[src/rtl/offchip_loader.sv]
// Burst loader: streams off-chip words through a small FIFO into consecutive
// scratchpad bank addresses via the scratchpad off-chip write port.
module offchip_loader #(
  parameter int unsigned FIFO_DEPTH = 4
) (
  input  logic        clk,
  input  logic        rst,
  input  logic        start,
  input  logic [1:0]  cfg_bank,
  input  logic [7:0]  cfg_base,
  input  logic [7:0]  cfg_len,
  input  logic        in_valid,
  input  logic [31:0] in_data,
  output logic        in_ready,
  input  logic        stall,
  output logic [43:0] off_chip_bus,
  output logic        busy,
  output logic        done
);

  localparam int unsigned PtrW = (FIFO_DEPTH > 1) ? $clog2(FIFO_DEPTH) : 1;
  localparam int unsigned CntW = PtrW + 1;

  typedef enum logic [1:0] {StIdle, StLoad, StDone} state_e;

  state_e            state_q;
  logic [1:0]        bank_q;
  logic [7:0]        base_q;
  logic [8:0]        len_q;
  logic [8:0]        acc_q;
  logic [8:0]        iss_q;
  logic [31:0]       mem_q [FIFO_DEPTH];
  logic [PtrW-1:0]   wr_ptr_q;
  logic [PtrW-1:0]   rd_ptr_q;
  logic [CntW-1:0]   count_q;
  logic [43:0]       bus_q;
  logic              busy_q;
  logic              done_q;

  logic fifo_full;
  logic fifo_empty;
  logic push;
  logic pop;
  logic last_issue;

  assign fifo_full  = (count_q == CntW'(FIFO_DEPTH));
  assign fifo_empty = (count_q == '0);

  // in_ready ignores a same-cycle pop, so a full FIFO never takes a word.
  assign in_ready   = (state_q == StLoad) && !fifo_full && (acc_q < len_q);
  assign push       = in_valid && in_ready;
  assign pop        = (state_q == StLoad) && !fifo_empty && !stall;
  assign last_issue = pop && ((iss_q + 9'd1) == len_q);

  assign off_chip_bus = bus_q;
  assign busy         = busy_q;
  assign done         = done_q;

  // Data storage needs no reset; pointers and count define validity.
  always_ff @(posedge clk) begin
    if (push) begin
      mem_q[wr_ptr_q] <= in_data;
    end
  end

  always_ff @(posedge clk) begin
    if (rst) begin
      state_q  <= StIdle;
      bank_q   <= '0;
      base_q   <= '0;
      len_q    <= '0;
      acc_q    <= '0;
      iss_q    <= '0;
      wr_ptr_q <= '0;
      rd_ptr_q <= '0;
      count_q  <= '0;
      bus_q    <= '0;
      busy_q   <= 1'b0;
      done_q   <= 1'b0;
    end else begin
      bus_q  <= '0;
      done_q <= 1'b0;

      if (push) begin
        wr_ptr_q <= wr_ptr_q + PtrW'(1);
        acc_q    <= acc_q + 9'd1;
      end

      if (pop) begin
        rd_ptr_q <= rd_ptr_q + PtrW'(1);
        iss_q    <= iss_q + 9'd1;
        bus_q    <= {bank_q, 1'b1, 1'b1, base_q + iss_q[7:0], mem_q[rd_ptr_q]};
      end

      unique case ({push, pop})
        2'b10:   count_q <= count_q + CntW'(1);
        2'b01:   count_q <= count_q - CntW'(1);
        default: count_q <= count_q;
      endcase

      unique case (state_q)
        StIdle: begin
          if (start) begin
            bank_q   <= cfg_bank;
            base_q   <= cfg_base;
            len_q    <= (cfg_len == 8'd0) ? 9'd256 : {1'b0, cfg_len};
            acc_q    <= '0;
            iss_q    <= '0;
            wr_ptr_q <= '0;
            rd_ptr_q <= '0;
            count_q  <= '0;
            busy_q   <= 1'b1;
            state_q  <= StLoad;
          end
        end
        StLoad: begin
          if (last_issue) begin
            done_q  <= 1'b1;
            state_q <= StDone;
          end
        end
        StDone: begin
          busy_q  <= 1'b0;
          state_q <= StIdle;
        end
        default: begin
          busy_q  <= 1'b0;
          state_q <= StIdle;
        end
      endcase
    end
  end

endmodule

[config.mk]
export PLATFORM = sky130hd
export DESIGN_NAME = offchip_loader
export DESIGN_NICKNAME = d
export VERILOG_FILES = /design/src/rtl/offchip_loader.sv
export SDC_FILE = /design/constraint.sdc
export NUM_CORES = 1
export LEC_CHECK = 0
export BUFFER_PORTS_ARGS = -buffer_cell sky130_fd_sc_hd__buf_2
export CORE_ASPECT_RATIO = 0.75
export CORE_MARGIN = 8
export CORE_UTILIZATION = 50
export CTS_CLUSTER_SIZE = 40
export DETAILED_ROUTE_END_ITERATION = 10
export PLACE_DENSITY = 0.8
export RECOVER_POWER = 50
export SLEW_MARGIN = 40
export SYNTH_ARGS = -nofsm -noshare
export SYNTH_HDL_FRONTEND = slang
export SYNTH_SLANG_ARGS = --single-unit
export TNS_END_PERCENT = 5
[constraint.sdc]
create_clock -name clk -period 3.3 [get_ports clk]
set_input_delay 0.33 -clock clk [delete_from_list [all_inputs] [get_ports clk]]
set_output_delay 0.33 -clock clk [all_outputs]
set_load 0.01 [all_outputs]
==> reports/results.env <==
CELL_TAKING_THE_MOST_AREA_AFTER_SYNTHESIS='edfxtp_1'
MUXSHAREOFSYNTHAREA_PCT=8.86
CORE_AREA_SQ_UM=16800
WORSTHOLDPATHCELLS=3
GRTUSAGEMET3_PCT=3.07
NETLIST-CELL-TYPE-COUNT=47
GRT_PASS1_WL_MM=26.8
REMAINING_ANTENNA_VIOLATION_COUNT=0
R2R_START='len_q[5]'
CELL_CHOSEN_FOR_THE_CLOCK_ROOT='clkbuf_16'
R2R_SETUP_SLACK_PS=510
SYNTHESIS.INSTANCES=601
PD_CELLS_nW_PER_UM2=570
SLOWEST_STAGE='and2_2'
FF2FF_PATH_DEPTH=9
CTS_BUFFER_DEPTH=3
POST_SYNTH_FA_HA_MAJ_AREA_FRACTION_PCT=3.67
TOTAL_POWER_mW=5.70
WORST_PIN_SLEW_PS=1090
SETUP.WORST_PATH.END_CLASS='flop'
POST-ROUTE-MIN-PERIOD_PS=2790
PLACED_CELLS_INCL_TAPS=898
POWER_LEAKAGE_nW=3.46
MULTIINPUTGATEAREA_SQ_UM=2700
YOSYS-TOP-CELLS-AREA='edfxtp_1 (45%), dfxtp_1 (21%), mux4_2 (8.4%), ha_1 (3.2%), and2_1 (3.1%)'
POST_CTS_CLOCK_SLEW_AT_THE_LAUNCH_AND_CAPTURE_REGISTERS_OF_THE_WORST_SETUP_AND_HOLD_PATHS_PS=60
CTS.SINK_COUNT=219
DRC=0
LAYOUT_COMMON_CELLS='edfxtp_1 (128), dfxtp_1 (89), clkbuf_1 (81), nand2_1 (52)'
CTS_MADE_BUFFERS=21
SYNTHTOLAYOUTAREAGROWTH_PCT=16.4
CLOCK_TREE.HTREE_LEVEL_COUNT=1
CTS_SETUP_BUFFERS=0
SYNTHESIS_STAGE_REGISTER_BIT_COUNT=219
TIMING.HOLD.WORST.START='cfg_bank[0]'
LAYOUT.CELLS.MOST_COMMON='edfxtp_1'
SLOWEST_DELAY_PS=460
GRT_SETUP_UNREPAIRED='no'
ROUTED_WIRE_LENGTH_PER_INSTANCE_MICRONS=17.8
DIE_WIDTH_MICRONS=167
CELLS_RESIZED_BY_POST_CTS_REPAIR=0
FINAL_CELL_COUNT_WITHOUT_FILLERS=935
PATH_CELLS='inv_1, ha_1, a21o_1, a21oi_1, o211ai_4, a21oi_4, buf_4, and2_2, buf_12'
ROUTED-VIA-COUNT=4980
GRTUSAGETOTAL_PCT=15.2
NETLIST_AREA_SQ_UM=8590
AVGVIACOUNTPERCELL=5.33
SYNTH_TOP_FAMILY_BY_AREA='simple AND/OR/NAND/NOR gates'
MET1_USAGE_PCT=19.4
FIN_AREA_SQ_UM=10000
HP-CLASS='in2reg'
VDD_IR_DROP_MAX_uV=364
FIN_WORST_SKEW_PS=9.27
TIMING.CRITICAL_PATH.REQUIRED_PS=3490
OUTCOME='complete, no violations'
DIE_HEIGHT_MICRONS=130
WORST-PATH-BUF-INV=3
CP_TOP_FAMILY='compound AO/OA/AOI/OAI gates'
SYNTH_WARNINGS=0
SLEW_VIOL_FINAL=0
LAYOUT-DRIVE-GT1-SHARE_PCT=16.5
CLK-INSERTION-DELAY-LATE_PS=490
DETAILEDPLACEMENTHPWL_MM=11.1
FINAL_UTIL_PCT=59.4
SYN_NETS=680
NUMBER_OF_BUFFER_CELLS_ADDED_ON_PRIMARY_PORTS=101
LARGEST_DRIVER_FANOUT_ON_THE_CRITICAL_PATH=18
IO_PINS=102
POST_SYNTH.CELL_AREA_AVG_SQ_UM=14.3
START_UTIL_PCT=51.1
SYNTH-SEQ-AREA-SHARE_PCT=65.9
TIMING.FINAL.HOLD_VIOLATIONS=0
FP-ROW-COUNT=41
CP-START-KIND='flop'
WIRELENGTH_MM=16.7
CRIT_TYPE='reg2reg'
MAX_SLEW_MARGIN_PCT=27.4
FINISH.NET_COUNT=785
R2R-END='mem_q[1][5]'
TIMING.SETUP.TNS_PS=0
COMPOUND_GATE_PORTION_OF_THE_SYNTHESIZED_AREA_PCT=4.75
CAP_VIOLATIONS=0
POST_SYNTH_AND_OR_NAND_NOR_AREA_FRACTION_PCT=10.7
DETAILEDROUTE.FIRSTITERATIONVIOLATIONS=319
TOP_USAGE_LAYER='met2'
SYNTH_TOP_AREA_SHARE_PCT=44.7
GRT_START_MAX_NET_PINS=36
ARRIVAL_TIME_OF_THE_WORST_SETUP_PATH_PS=2980
SEQ_AREA_SQ_UM=5670
DRT_PASS_1_ITERS=5
FINALCRITPERIODSHARE_PCT=84.6
GRT_ANTENNA_BEFORE_REPAIR=0
SETUP_VIOL=0
PLACE_AREA_SQ_UM=9370
ANTENNADIODECOUNT=0
DIE-AREA_SQ_UM=21700
FIRST_GLOBAL_VIAS=5101
ROUTABILITYCONGESTION=0.887
TRITONCTS='built'
GRT_OVERFLOW_TOTAL=0
YOSYS.AREA_SHARE.XOR_XNOR_PCT=3.52
WORSTHOLDENDPOINT='bank_q[0]'
TOTAL_OF_HOLD_BUFFERS_INSERTED_AFTER_CLOCK_TREE_SYNTHESIS=0
LAYOUT.FILLER_CELLS=1283
GROUTE.LAYER.MET2.USAGE_PCT=26.1
FMAX_MHz=358
[per-stage QoR]
step / hold WS, ps / setup WS [ps]
after floorplan: 406 / 404
after global placement: 442 / 605
after detailed placement: 451 / 543
after CTS: 38.7 / 509
after global routing: 81.1 / 319
final: 76.4 / 507
[metal layers]
layer  vias to the layer above  share of wire, %
met2                       136                49
met1                      2447                44
met3                        25               5.1
li1                       2372                 -
met5                         -                 0
met4                         0               2.1
[kinds of logic after synthesis]
family,count (synthesis)
AO/OA/AOI/OAI,56
XOR/XNOR,33
adder cells (fa/ha/maj),24
buffers and inverters,52
flip-flops,219
multiplexers,36
AND/OR/NAND/NOR,181
[cell usage after synthesis, drive strengths merged]
cell type  count
dfxtp         91
a31o           2
a2111oi        3
nand4          6
a21o           5
o21ai          3
and3           8
nor4           4
nor3           9
and4           1
mux4          32
nand2         52
fa             2
o22ai          2
edfxtp       128
o41ai          1
or3            2
nor4b          1
nor2b          2
o211ai         1
xnor2         18
mux2i          4
nor2          38
nor3b          1
buf           12
a21oi         32
o22a           1
o21a           2
ha            22
nand3         10
clkbuf        19
xnor3          1
and2          42
xor2          14
inv           21
a211o          1
a211oi         1
a31oi          1
nand2b         5
o31ai          1
[power by group]
part / switching [mW] / internal [mW]
clock network: 1.02 / 1.52
logic: 0.126 / 0.0907
registers: 0.0205 / 2.93
total: 1.17 / 4.53
[sequential cells by signal, indices dropped and copies added, names as in the netlist, 2 cells and up]
register and flops:
count_q 3, rd_ptr_q 2, wr_ptr_q 2, len_q 9
acc_q 9, iss_q 9, state_q 2, mem_q 128
bank_q 2, off_chip_bus 43, base_q 8
[cell type report]
type | count | area share, %
flip-flops and latches | 219 | 56.7
multi-input cells | 330 | 27.0
clock buffers | 23 | 5.43
repair buffers | 113 | 5.41
well taps | 215 | 2.69
clock inverters | 14 | 1.91
inverters | 21 | 0.788
[tightest hold or removal path, stage by stage]
cell and delay (ps):
buf_2 90, nand2_1 40, a21oi_1 50
[worst max-delay path by stage]
stage	start	end	slack, ps	cells after the start
floorplan	len_q[8]	mem_q[1][0]	400	7
global placement	len_q[8]	count_q[2]	610	13
detailed placement	len_q[5]	mem_q[1][10]	540	9
CTS	len_q[5]	mem_q[1][10]	510	9
global route	len_q[8]	count_q[2]	320	13
finish	len_q[5]	mem_q[1][5]	510	9
Note: power is estimated with default switching activity, not from simulation.
